===== src/rtl/controller_fsm_group_ctx_simd.sv =====
// Nested-loop iteration controller: per-group bound tables, odometer iteration vector,
// suspend/resume with per-group saved context, and sticky config-error reporting.
module controller_fsm_group_ctx_simd #(
    parameter int unsigned LOOP_ID_W   = 3,
    parameter int unsigned GROUP_ID_W  = 2,
    parameter int unsigned NUM_GROUPS  = 4,
    parameter int unsigned LOOP_ITER_W = 16
) (
    input  logic                                   clk,
    input  logic                                   reset,
    input  logic                                   cfg_loop_iter_v,
    input  logic [LOOP_ITER_W-1:0]                 cfg_loop_iter,
    input  logic [GROUP_ID_W-1:0]                  cfg_loop_group_id,
    input  logic                                   block_done,
    input  logic                                   start,
    input  logic                                   resume,
    input  logic [GROUP_ID_W-1:0]                  group_id,
    input  logic                                   stall,
    input  logic                                   suspend,
    output logic                                   busy,
    output logic                                   iter_v,
    output logic [LOOP_ITER_W*(1<<LOOP_ID_W)-1:0]  current_iters,
    output logic [(1<<LOOP_ID_W)-1:0]              iter_last,
    output logic                                   done,
    output logic                                   suspended,
    output logic                                   cfg_err,
    output logic                                   cfg_overflow
);
    localparam int unsigned NUM_LOOPS   = 1 << LOOP_ID_W;
    localparam int unsigned GROUP_SLOTS = 1 << GROUP_ID_W;
    localparam int unsigned WP_W        = LOOP_ID_W + 1;

    typedef enum logic [1:0] {IDLE, RUN, DONE} state_t;

    state_t                  state;
    logic [GROUP_ID_W-1:0]   act_g;
    logic [LOOP_ITER_W-1:0]  bound   [GROUP_SLOTS][NUM_LOOPS];
    logic [NUM_LOOPS-1:0]    bound_v [GROUP_SLOTS];
    logic [WP_W-1:0]         wp      [GROUP_SLOTS];
    logic [LOOP_ITER_W-1:0]  ctx     [GROUP_SLOTS][NUM_LOOPS];
    logic [GROUP_SLOTS-1:0]  ctx_valid;
    logic [LOOP_ITER_W-1:0]  max_r   [NUM_LOOPS];
    logic [LOOP_ITER_W-1:0]  iter_r  [NUM_LOOPS];

    logic [NUM_LOOPS:0]      last_chain;
    logic                    consume;
    logic                    clear_c;
    logic [LOOP_ID_W-1:0]    wp_idx;

    function automatic logic group_ok(input logic [GROUP_ID_W-1:0] g);
        return 32'(g) < NUM_GROUPS;
    endfunction

    assign busy    = (state != IDLE);
    assign done    = (state == DONE);
    assign consume = (state == RUN) && !stall && !suspend;
    assign iter_v  = consume;
    assign clear_c = block_done && (state == IDLE);
    assign wp_idx  = wp[cfg_loop_group_id][LOOP_ID_W-1:0];

    // Wrap chain: a loop wraps only when it and every loop inside it are at max.
    always_comb begin
        last_chain            = '0;
        last_chain[NUM_LOOPS] = 1'b1;
        for (int l = NUM_LOOPS - 1; l >= 0; l--) begin
            last_chain[l] = (iter_r[l] == max_r[l]) && last_chain[l+1];
        end
    end

    assign iter_last = (state == RUN) ? last_chain[NUM_LOOPS-1:0] : '0;

    always_comb begin
        current_iters = '0;
        for (int l = 0; l < NUM_LOOPS; l++) begin
            current_iters[LOOP_ITER_W*l +: LOOP_ITER_W] = iter_r[l];
        end
    end

    always_ff @(posedge clk) begin
        if (reset) begin
            state        <= IDLE;
            act_g        <= '0;
            suspended    <= 1'b0;
            cfg_err      <= 1'b0;
            cfg_overflow <= 1'b0;
            ctx_valid    <= '0;
            for (int g = 0; g < GROUP_SLOTS; g++) begin
                wp[g]      <= '0;
                bound_v[g] <= '0;
            end
            for (int l = 0; l < NUM_LOOPS; l++) begin
                max_r[l]  <= '0;
                iter_r[l] <= '0;
            end
        end else begin
            suspended <= 1'b0;

            // Bound-table write; a same-cycle clear wins over the write.
            if (cfg_loop_iter_v && !clear_c) begin
                if (!group_ok(cfg_loop_group_id) || (busy && cfg_loop_group_id == act_g)) begin
                    cfg_err <= 1'b1;
                end else if (wp[cfg_loop_group_id] == WP_W'(NUM_LOOPS)) begin
                    cfg_overflow <= 1'b1;
                end else begin
                    bound[cfg_loop_group_id][wp_idx]   <= cfg_loop_iter;
                    bound_v[cfg_loop_group_id][wp_idx] <= 1'b1;
                    wp[cfg_loop_group_id]              <= wp[cfg_loop_group_id] + 1'b1;
                end
            end

            if (block_done) begin
                if (clear_c) begin
                    ctx_valid <= '0;
                    for (int g = 0; g < GROUP_SLOTS; g++) begin
                        wp[g]      <= '0;
                        bound_v[g] <= '0;
                    end
                end else begin
                    cfg_err <= 1'b1;
                end
            end

            case (state)
                IDLE: begin
                    if (start) begin
                        if (!group_ok(group_id)) begin
                            cfg_err <= 1'b1;
                        end else begin
                            act_g <= group_id;
                            state <= RUN;
                            for (int l = 0; l < NUM_LOOPS; l++) begin
                                max_r[l]  <= (block_done || !bound_v[group_id][l])
                                             ? '0 : bound[group_id][l];
                                iter_r[l] <= (resume && ctx_valid[group_id] && !block_done)
                                             ? ctx[group_id][l] : '0;
                            end
                        end
                    end
                end
                RUN: begin
                    if (suspend) begin
                        for (int l = 0; l < NUM_LOOPS; l++) begin
                            ctx[act_g][l] <= iter_r[l];
                        end
                        ctx_valid[act_g] <= 1'b1;
                        suspended        <= 1'b1;
                        state            <= IDLE;
                    end else if (consume) begin
                        if (last_chain[0]) begin
                            state <= DONE;
                        end else begin
                            // Bump the innermost non-wrapping loop, zero those inside it.
                            for (int l = 0; l < NUM_LOOPS; l++) begin
                                if (last_chain[l]) begin
                                    iter_r[l] <= '0;
                                end else if (last_chain[l+1]) begin
                                    iter_r[l] <= LOOP_ITER_W'(iter_r[l] + 1'b1);
                                end
                            end
                        end
                    end
                end
                DONE: begin
                    ctx_valid[act_g] <= 1'b0;
                    state            <= IDLE;
                end
                default: state <= IDLE;
            endcase
        end
    end
endmodule


===== config.mk =====
export PLATFORM = sky130hd
export DESIGN_NAME = controller_fsm_group_ctx_simd
export DESIGN_NICKNAME = d
export VERILOG_FILES = /design/src/rtl/controller_fsm_group_ctx_simd.sv
export SDC_FILE = /design/constraint.sdc
export NUM_CORES = 1
export LEC_CHECK = 0
export ABC_AREA = 0
export BUFFER_PORTS_ARGS = -buffer_cell sky130_fd_sc_hd__clkbuf_2
export CELL_PAD_IN_SITES_DETAIL_PLACEMENT = 0
export CELL_PAD_IN_SITES_GLOBAL_PLACEMENT = 1
export CORE_MARGIN = 3
export CORE_UTILIZATION = 58
export CTS_BUF_LIST = sky130_fd_sc_hd__clkbuf_16
export DETAILED_ROUTE_END_ITERATION = 8
export GPL_TIMING_DRIVEN = 0
export PLACE_DENSITY = 0.9
export SYNTH_ARGS = -nofsm -noshare
export SYNTH_HDL_FRONTEND = slang
export SYNTH_SLANG_ARGS = --single-unit

===== constraint.sdc =====
create_clock -name clk -period 16.45 [get_ports clk]
set_input_delay 0.8225 -clock clk [delete_from_list [all_inputs] [get_ports clk]]
set_output_delay 0.8225 -clock clk [all_outputs]
set_load 0.01 [all_outputs]

Word level (Yosys, flattened, before mapping)
Memories as Yosys holds them, arrays and structs flattened.
Cells that the tools add are included.
{"block": "totals", "reg_bits": 11, "ramBits": 1328, "inputBits": 28, "output_inout_bits": 142, "mem_count": 6}
{"block": "op_classes", "n_addsub": 9, "order_cmp": 7, "eq_ne": 15, "muxes": 203, "bitwise": 44, "n_reduce_logical": 44}
{"name": "bound", "depth": 4, "word_bits": 128, "rd": 1, "rd_ports_with_merged_regs": 0, "wr": 1, "line": "37", "source": "logic [LOOP_ITER_W-1:0] bound [GROUP_SLOTS][NUM_LOOPS];"}
{"name": "ctx", "depth": 4, "word_bits": 128, "rd": 1, "rd_ports_with_merged_regs": 0, "wr": 1, "line": "40", "source": "logic [LOOP_ITER_W-1:0] ctx [GROUP_SLOTS][NUM_LOOPS];"}
{"name": "iter_r", "depth": 8, "word_bits": 16, "rd": 8, "rd_ports_with_merged_regs": 0, "wr": 8, "line": "43", "source": "logic [LOOP_ITER_W-1:0] iter_r [NUM_LOOPS];"}
{"name": "max_r", "depth": 8, "word_bits": 16, "rd": 8, "rd_ports_with_merged_regs": 0, "wr": 8, "line": "42", "source": "logic [LOOP_ITER_W-1:0] max_r [NUM_LOOPS];"}
{"name": "bound_v", "depth": 4, "word_bits": 8, "rd": 1, "rd_ports_with_merged_regs": 0, "wr": 4, "line": "38", "source": "logic [NUM_LOOPS-1:0] bound_v [GROUP_SLOTS];"}
{"name": "wp", "depth": 4, "word_bits": 4, "rd": 1, "rd_ports_with_merged_regs": 0, "wr": 4, "line": "39", "source": "logic [WP_W-1:0] wp [GROUP_SLOTS];"}
{"operator": "2-to-1 mux 16 bit", "count": 48}
{"operator": "adder 16 x 1 -> 16 bit (second input constant)", "count": 8}
{"operator": "equality test 16 bit", "count": 8}
{"operator": "2-to-1 mux 128 bit", "count": 1}
{"operator": "2-to-1 mux 1 bit", "count": 125}
{"operator": "2-to-1 mux 8 bit", "count": 8}
{"operator": "demux 16 bit (select 3 bit)", "count": 1}
{"operator": "OR 1 bit", "count": 39}
{"operator": "2-to-1 mux 4 bit", "count": 9}
{"operator": "logical AND 1 bit", "count": 17}
{"operator": "logical NOT 1 bit", "count": 12}
{"operator": "2-to-1 mux 2 bit", "count": 6}
{"operator": "logical OR 1 bit", "count": 8}
{"operator": "one-hot mux 4 bit (2 select lines)", "count": 1}
{"operator": "OR reduction 8 bit", "count": 1}
{"operator": "less-than comparator 2 x 3 -> 1 bit (second input constant)", "count": 2}
{"operator": "!= test 3 bit (second input constant)", "count": 2}
{"operator": "AND reduction 3 bit", "count": 2}
{"operator": "adder 4 x 1 -> 4 bit (second input constant)", "count": 1}
{"operator": "bitwise AND 4 bit", "count": 1}
{"operator": "equality test 4 bit (second input constant)", "count": 1}
{"operator": "greater-or-equal comparator 4 bit (second input constant)", "count": 1}
{"operator": "less-than comparator 3 x 4 -> 1 bit (second input constant)", "count": 1}
{"operator": "less-than comparator 4 x 1 -> 1 bit (second input constant)", "count": 1}
{"operator": "18 further kinds", "count": 18}

Depth between registers and ports, before layout
Gate-level depths: netlist of the first run.
An unclocked memory read counts as a cell.
{"block": "depth", "word_depth": 17, "mapped_depth": 11}

Worst setup path before layout of the first run
Ideal clock, no wire load.
{"block": "synth_path", "kind": "input to register", "start": "in reset", "end": "mem ctx[0][0] in the netlist's numbering (enable)", "setup_ns": 0.772, "arrival_ns": 9.992, "required_ns": 15.678, "setup_slack_ns": 5.686, "stages": 3, "path_buffers": 1, "path_cell_list": "clkbuf_8 -> or3_1 -> nor3_1"}
{"block": "synth_via", "elab_chain_len": 2}
{"item": "start, declared", "line": "10", "source": "input logic reset,"}
{"item": "2-to-1 mux 1 bit", "line": "80", "source": "if (reset) begin"}
{"item": "2-to-1 mux 1 bit (not written as such)", "line": "143", "source": "ctx[act_g][l] <= iter_r[l];"}
{"item": "end, declared", "line": "40"}
Every way passes these cells.

==> key figures, run 1 <==
Run status
  – Status: complete, no violations

Worst setup path
  – CP Class: reg2out
  – CP cell instances: xor2_1, nor4_1, nand4_1, nor4_1, nor3b_1, clkbuf_2
  – Crit path buffers/inverters: 1
  – Data arrival, critical path: 4.23 ns
  – Crit. End Element: output port
  – Type of origin of the critical path: flip-flop
  – Cell family contributing the most delay on the critical path: simple AND/OR/NAND/NOR gates
  – Slowest stage delay, CP: 0.78 ns
  – Critical-path top delay cell: nor3b_1
  – Most used cell, CP: nor4_1
  – CP max FO: 10
  – CP Data Required Time: 15.63 ns

Yosys
  – Main flop type after synthesis: edfxtp_1
  – Synth unique cells: 59
  – FF+latch count, synth: 1339
  – Post-Synthesis Cells: 2851
  – Yosys warnings: 0
  – Seq/Total Area, Yosys: 74.4%
  – Post-synthesis async set-or-reset flop share: 0%
  – Syn Area/Cell: 18.8 um2
  – Mapped Nets: 2893
  – Synth Cell Area: 53500 um2
  – EDFF count, synth: 1296
  – Synth area leader: edfxtp_1
  – Top post-synthesis cells by area: edfxtp_1, mux4_2, xor2_1
  – Post-synth top area share: 72.8%

Route
  – Routed WL: 129000 um
  – Routed WL per cell: 28.7 um
  – DRT Pass-1 Iters: 6
  – Antenna-violating nets left: 0
  – DRT iter0 DRCs: 3571
  – DRC: 0
  – Vias per inst: 6.44
  – DR vias: 28900

Global routing
  – First-pass GRT wire length: 191000 um
  – Number of global-route vias before repair: 29600
  – GRT Total Usage: 27.3%
  – Pin count of the biggest net entering global routing: 66
  – GRT overflow: 0
  – Initial antenna violation count: 13

Die
  – Initial Utilization: 59.0%
  – Boundary Pins: 170
  – Die span in y: 310 um
  – Rows: 110
  – Die area: 95900 um2
  – Core Region: 90700 um2
  – Die X: 310 um

Clock network
  – Post-CTS Setup Bufs: 0
  – Worst-Skew Late Latency: 0.74 ns
  – # clock sinks: 1339
  – Post-CTS resize count: 0
  – CTS tree: yes
  – CTS root buf: clkbuf_16
  – H-tree Lvls: 4
  – Total CTS buffers: 133
  – Cts hold-fix bufs: 0
  – Clock Path Buffers: 3
  – Clock transition at path regs: 0.06 ns

Place
  – Placer Congestion: 0.861
  – I/O Buffers: 164
  – Detailed-placement wirelength estimate: 81500 um

Run
  – Maxcap violations: 0

Timing
  – Layout Skew: 0.0345 ns
  – Setup_tns: 0 ns
  – Final Setup Violations: 0
  – Final count of pins violating max slew: 0
  – Max_slew headroom: 8.35%
  – Post-route minimum period: 5.06 ns
  – Slew @ Worst Pin: 1.37 ns
  – Final hold viol count: 0
  – Fin crit share: 30.7%
  – FMAX: 0.198 GHz
  – RSZ-0062 raised after global routing: false

Power and ir drop
  – Lkg Pwr: 21.5 nW
  – Pwr dens: 119 nW/um2
  – Total Power: 7.22 mW
  – Maximum vdd drop: 0.106 mV

Min path
  – Type of the most critical hold path: in2reg

Layout
  – Layout cells sized above 1: 23.5%
  – Final #Nets: 3241
  – Commonest non-fill, non-tap cells in the layout: edfxtp_1, mux4_2, xor2_1, and3_1, clkbuf_2
  – Commonest non-fill, non-tap cell in the layout: edfxtp_1
  – P&R area growth vs syn: 13.9%
power breakdown:
group | switching (mW) | internal, mW
Sequential | 0.0886 | 3.83
Clock | 1.27 | 1.67
Combinational | 0.227 | 0.139
per-stage QoR:
step	setup WS (ns)	hold slack [ns]	std cells	cell area (um2)	utilization [%]
global placement	-2.32	0.427	4191	55800	61.5
finish	11.39	0.425	4481	60900	67.2
floorplan	5.69	0.421	2851	53500	-
CTS	11.40	0.378	4475	60900	67.1
detailed placement	11.32	0.439	4240	56700	62.5
global route	11.01	0.401	4475	60900	67.2
cell type report:
cell class,count,area [um2]
timing repair buffer,213,1640
sequential,1339,39800
clock buffer,137,3430
antenna,6,15.0
clock inverter,98,769
tap,1176,1470
multi-input combinational,1307,13000
buffer,129,551
inverter,76,290
fill,5595,29800
final timing paths:
| check | from | cells past startpoint | slack [ns] | end |
|---|---|---|---|---|
| worst max-delay path | iter_r[0][108] | 6 | 11.39 | iter_last[3] |
| worst min register to register | bound_v[0][1] | 1 | 0.46 | bound_v[0][1] |
| worst max register to register | iter_r[0][18] | 8 | 11.66 | iter_r[0][61] |
| worst min-delay path | start | 3 | 0.43 | act_g[0] |
worst register-to-register path, cell delays in order (launching register included):
cell and delay (ns):
edfxtp_1 0.56, xor2_1 0.21, nor4_1 0.42, nand4_1 0.57
nor4_4 0.55, nand3b_1 0.44, buf_2 0.41, buf_2 0.33
nand4b_1 0.75
cell usage after synthesis, types with 28 or more instances:
master,number
xnor2_1,50
buf_1,29
mux4_2,268
dfxtp_1,43
a21o_1,33
nand3_1,61
nor2_1,87
o21ai_0,39
o22ai_1,56
edfxtp_1,1296
a21oi_1,28
inv_1,75
nand4_1,38
xor2_1,194
clkbuf_1,73
and3_1,167
nand2_1,116
nor4_1,31
layer usage:
layer / GRT usage (%) / wire, um / vias up
met4: 10.6 / 4920 / 14
li1: - / - / 12100
met1: 36.3 / 46800 / 14800
met5: 0 / 100 / -
met3: 7.07 / 13500 / 309
met2: 43.8 / 63200 / 1683
state kept, by name, indices dropped and copies added, names as in the netlist:
name	flops
bound	512
ctx	512
iter_r	128
max_r	128
bound_v	32
wp	16
ctx_valid	4
act_g	2
state	2
cfg_err	1
cfg_overflow	1
suspended	1
logic make-up (layout without fill, tap and decap cells):
family          Yosys count  in the layout  share of synthesized area [%]
buf+inv                 205            653                           1.56
xor+xnor                244            244                           4.00
simple gates            590            590                           6.07
fa+ha+maj                14             14                          0.328
mux                     270            270                           11.3
flops                  1339           1339                           74.4
other cells               0              6                              0
compound gates          189            189                           2.35
(Power assumes the default switching activity.)
==> run 2, diff against run 1 <==
--- a/config.mk
+++ b/config.mk
@@ -5,16 +5,16 @@
 export SDC_FILE = /design/constraint.sdc
 export NUM_CORES = 1
 export LEC_CHECK = 0
-export ABC_AREA = 0
+export ABC_AREA = 1
 export BUFFER_PORTS_ARGS = -buffer_cell sky130_fd_sc_hd__clkbuf_2
 export CELL_PAD_IN_SITES_DETAIL_PLACEMENT = 0
 export CELL_PAD_IN_SITES_GLOBAL_PLACEMENT = 1
 export CORE_MARGIN = 3
-export CORE_UTILIZATION = 58
+export CORE_UTILIZATION = 46
 export CTS_BUF_LIST = sky130_fd_sc_hd__clkbuf_16
 export DETAILED_ROUTE_END_ITERATION = 8
 export GPL_TIMING_DRIVEN = 0
-export PLACE_DENSITY = 0.9
+export PLACE_DENSITY = 0.82
 export SYNTH_ARGS = -nofsm -noshare
 export SYNTH_HDL_FRONTEND = slang
 export SYNTH_SLANG_ARGS = --single-unit
==> constraint.sdc (replaced) <==
create_clock -name clk -period 4.6 [get_ports clk]
set_input_delay 0.23 -clock clk [delete_from_list [all_inputs] [get_ports clk]]
set_output_delay 0.23 -clock clk [all_outputs]
set_load 0.01 [all_outputs]
==> key figures, run 2 <==
Layout
  – Area of the multi-input gates: 14100 um2 (was 13000 um2)
  – Commonest non-fill, non-tap cell in the layout: edfxtp_1 (unchanged)
  – Top flop regs: bound x512, ctx x512 (unchanged)
  – Post-layout util: 53.5% (was 67.2%)
  – P&R area growth vs syn: 14.4% (was 13.9%)
  – Layout cells sized above 1: 10.4% (was 23.5%)
  – Non-Filler Instances: 6804 (was 4481)
  – Final #Nets: 5131 (was 3241)
  – Commonest non-fill, non-tap cells in the layout: edfxtp_1, nor2_1, o21ai_0, nand2_1, inv_1 (was edfxtp_1, mux4_2, xor2_1, and3_1, clkbuf_2)
  – Fillcell total: 9835 (was 5595)
  – Register area: 39800 um2 (unchanged)

Yosys
  – Synth Cell Area: 55600 um2 (was 53500 um2)
  – Yosys warnings: 0 (unchanged)
  – Syn Area/Cell: 11.7 um2 (was 18.8 um2)
  – Post-synthesis async set-or-reset flop share: 0% (unchanged)
  – Seq/Total Area, Yosys: 71.5% (was 74.4%)
  – Synth unique cells: 53 (was 59)
  – Synth area leader: edfxtp_1 (unchanged)
  – Top-count cell post-synth: edfxtp_1 (unchanged)
  – FF+latch count, synth: 1339 (unchanged)
  – Main flop type after synthesis: edfxtp_1 (unchanged)
  – Top cell types by occurrence after synthesis: edfxtp_1, nor2_1, o21ai_0, nand2_1, inv_1 (was edfxtp_1, mux4_2, xor2_1, and3_1, nand2_1)
  – EDFF count, synth: 1296 (unchanged)
  – Mapped Nets: 4787 (was 2893)
  – Post-synth top area share: 70.0% (was 72.8%)
  – Top post-synthesis cells by area: edfxtp_1, nor2_1, o21ai_0 (was edfxtp_1, mux4_2, xor2_1)
  – Post-Synthesis Cells: 4745 (was 2851)

Global routing
  – Pin count of the biggest net entering global routing: 77 (was 66)
  – GRT Total Usage: 25.0% (was 27.3%)
  – Initial antenna violation count: 18 (was 13)
  – GRT overflow: 0 (unchanged)
  – First-pass GRT wire length: 233000 um (was 191000 um)
  – Number of global-route vias before repair: 35800 (was 29600)

Clock network
  – H-tree Lvls: 4 (unchanged)
  – Clock transition at path regs: 0.07 ns (was 0.06 ns)
  – CTS tree: yes (unchanged)
  – # clock sinks: 1339 (unchanged)
  – Total CTS buffers: 137 (was 133)
  – Post-CTS Setup Bufs: 0 (unchanged)
  – Post-CTS resize count: 0 (unchanged)
  – CTS root buf: clkbuf_16 (unchanged)
  – Worst-Skew Late Latency: 0.75 ns (was 0.74 ns)
  – Clock Path Buffers: 3 (unchanged)

Place
  – Setup WS pre-CTS: 0.196 ns (was 11.32 ns)
  – I/O Buffers: 168 (was 164)
  – Detailed-placement wirelength estimate: 108000 um (was 81500 um)
  – Placer Congestion: 0.873 (was 0.861)
  – Cells after DPL: 6540 (was 4240)

Die
  – Die span in y: 354 um (was 310 um)
  – Boundary Pins: 170 (unchanged)
  – Die area: 125000 um2 (was 95900 um2)
  – Rows: 126 (was 110)
  – Core Region: 119000 um2 (was 90700 um2)
  – Die X: 354 um (was 310 um)
  – Initial Utilization: 46.7% (was 59.0%)

Worst setup path
  – Most used cell, CP: nand2_1 (was nor4_1)
  – Data arrival, critical path: 4.64 ns (was 4.23 ns)
  – Cell family contributing the most delay on the critical path: simple AND/OR/NAND/NOR gates (unchanged)
  – CP max FO: 16 (was 10)
  – Crit path buffers/inverters: 3 (was 1)
  – Critical-path top delay cell: edfxtp_1 (was nor3b_1)
  – Crit. End Element: flip-flop (was output port)
  – FF-to-FF setup slack: 0.35 ns (was 11.66 ns)
  – CP Data Required Time: 4.99 ns (was 15.63 ns)
  – CP Class: reg2reg (was reg2out)
  – R2R depth: 15 (was 8)
  – CP cell instances: inv_1, nand2_1, nand2_1, nor2_1, nand2_1, nor2_2, nand2_2, nor2_4, nand3_2, clkinv_2, nand4_1, nand2_1, nor2_4, buf_6, nand2_2 (was xor2_1, nor4_1, nand4_1, nor4_1, nor3b_1, clkbuf_2)
  – Worst path depth: 15 (was 6)
  – Type of origin of the critical path: flip-flop (unchanged)
  – Slowest stage delay, CP: 0.57 ns (was 0.78 ns)

Timing
  – Slew @ Worst Pin: 1.43 ns (was 1.37 ns)
  – FMAX: 0.235 GHz
  – RSZ-0062 raised after global routing: false (unchanged)
  – Post-route minimum period: 4.25 ns
  – Max_slew headroom: 4.72% (was 8.35%)
  – Layout Skew: 0.0436 ns (was 0.0345 ns)
  – Final count of pins violating max slew: 0 (unchanged)
  – Final Setup Violations: 0 (unchanged)
  – Setup_tns: 0 ns (unchanged)
  – Worst Slack Setup Final: 0.354 ns (was 11.39 ns)
  – Fin crit share: 92.3%
  – Final hold viol count: 0 (unchanged)

Route
  – DRC: 0 (unchanged)
  – Routed WL: 159000 um (was 129000 um)
  – Routed WL per cell: 23.4 um (was 28.7 um)
  – Antenna-violating nets left: 0 (unchanged)
  – Vias per inst: 5.61 (was 6.44)
  – DRT Pass-1 Iters: 8 (was 6)
  – DRT iter0 DRCs: 4955 (was 3571)
  – DR vias: 38200 (was 28900)

Run
  – Maxcap violations: 0 (unchanged)

Min path
  – Worst Hold Depth: 3 (unchanged)
  – Type of the most critical hold path: in2reg (unchanged)

Power and ir drop
  – Maximum vdd drop: 0.295 mV (was 0.106 mV)
  – Lkg Pwr: 21.9 nW (was 21.5 nW)
  – Pwr dens: 419 nW/um2 (was 119 nW/um2)
  – Total Power: 26.6 mW (was 7.22 mW)

Run status
  – Status: complete, no violations (unchanged)
[run 2: cell types whose count changed after synthesis, sizes merged, moves of 93 or more]
| cell | previous run | this run |
|---|---|---|
| o21ai | 43 | 644 |
| nor2 | 87 | 1051 |
| xor2 | 194 | 66 |
| nand2 | 117 | 490 |
| mux4 | 268 | 0 |
| clkbuf | 74 | 178 |
| and3 | 168 | 0 |
| a21oi | 30 | 227 |
| inv | 76 | 232 |
| nand3 | 62 | 155 |
[run 2: path summary, 6_finish.rpt]
check,start,end
min,reset,state[0]
min reg2reg,bound_v[0][1],bound_v[0][1]
max reg2reg,iter_r[0][120],iter_r[0][62]
max,iter_r[0][120],iter_r[0][62]
[run 2: area by class of cell]
type | count | area share [%]
antenna | 6 | 0.0236
buffer | 220 | 1.42
clock buffer | 140 | 5.51
clock inverter | 108 | 1.47
inverter | 236 | 1.39
multi-input combinational | 2950 | 22.2
sequential | 1339 | 62.5
tap | 1600 | 3.15
timing repair buffer | 205 | 2.29
[run 2: stage by stage]
step	hold WS [ns]	area, um2
after floorplan	0.329	55600
after global placement	0.433	58500
after detailed placement	0.442	59000
after CTS	0.0230	63500
after global routing	0.101	63600
final	0.0980	63600
[run 2: repair_timing]
item	in CTS	in global routing
hold buffers	7	0
endpoints found under the hold margin	4	0
endpoints found under the setup margin	0	0
[run 2: cell families (layout without fill, tap and decap cells)]
kind of cell	Yosys count	after routing	share of synthesized area, %
and+or+nand+nor	1807	1807	13.3
DFF	1339	1339	71.5
AOI/OAI and AO/OA	998	998	9.60
buffers and inverters	456	909	3.22
xor gates and xnor gates	131	131	2.06
adders and majority gates	14	14	0.315
other	0	6	0
[run 2: tightest hold or removal path, delay by kind of cell]
| kind | cells | cell delay (ns) |
|---|---|---|
| buffers and inverters | 2 | 0.38 |
| AOI/OAI and AO/OA | 1 | 0.20 |
[run 2: power by group]
group	switching, mW	internal (mW)	total [mW]
clock	4.69	6.29	11.0
combinational	1.21	0.454	1.67
sequential	0.314	13.7	14.0
total	6.22	20.4	26.6
[run 2: metal layers]
metal	vias up	track usage [%]	part of all wire (%)
li1	17500	-	-
met4	8	8.38	3.1
met1	18600	34.8	41
met5	-	0	0.034
met2	1847	39.9	47
met3	264	4.46	9.0
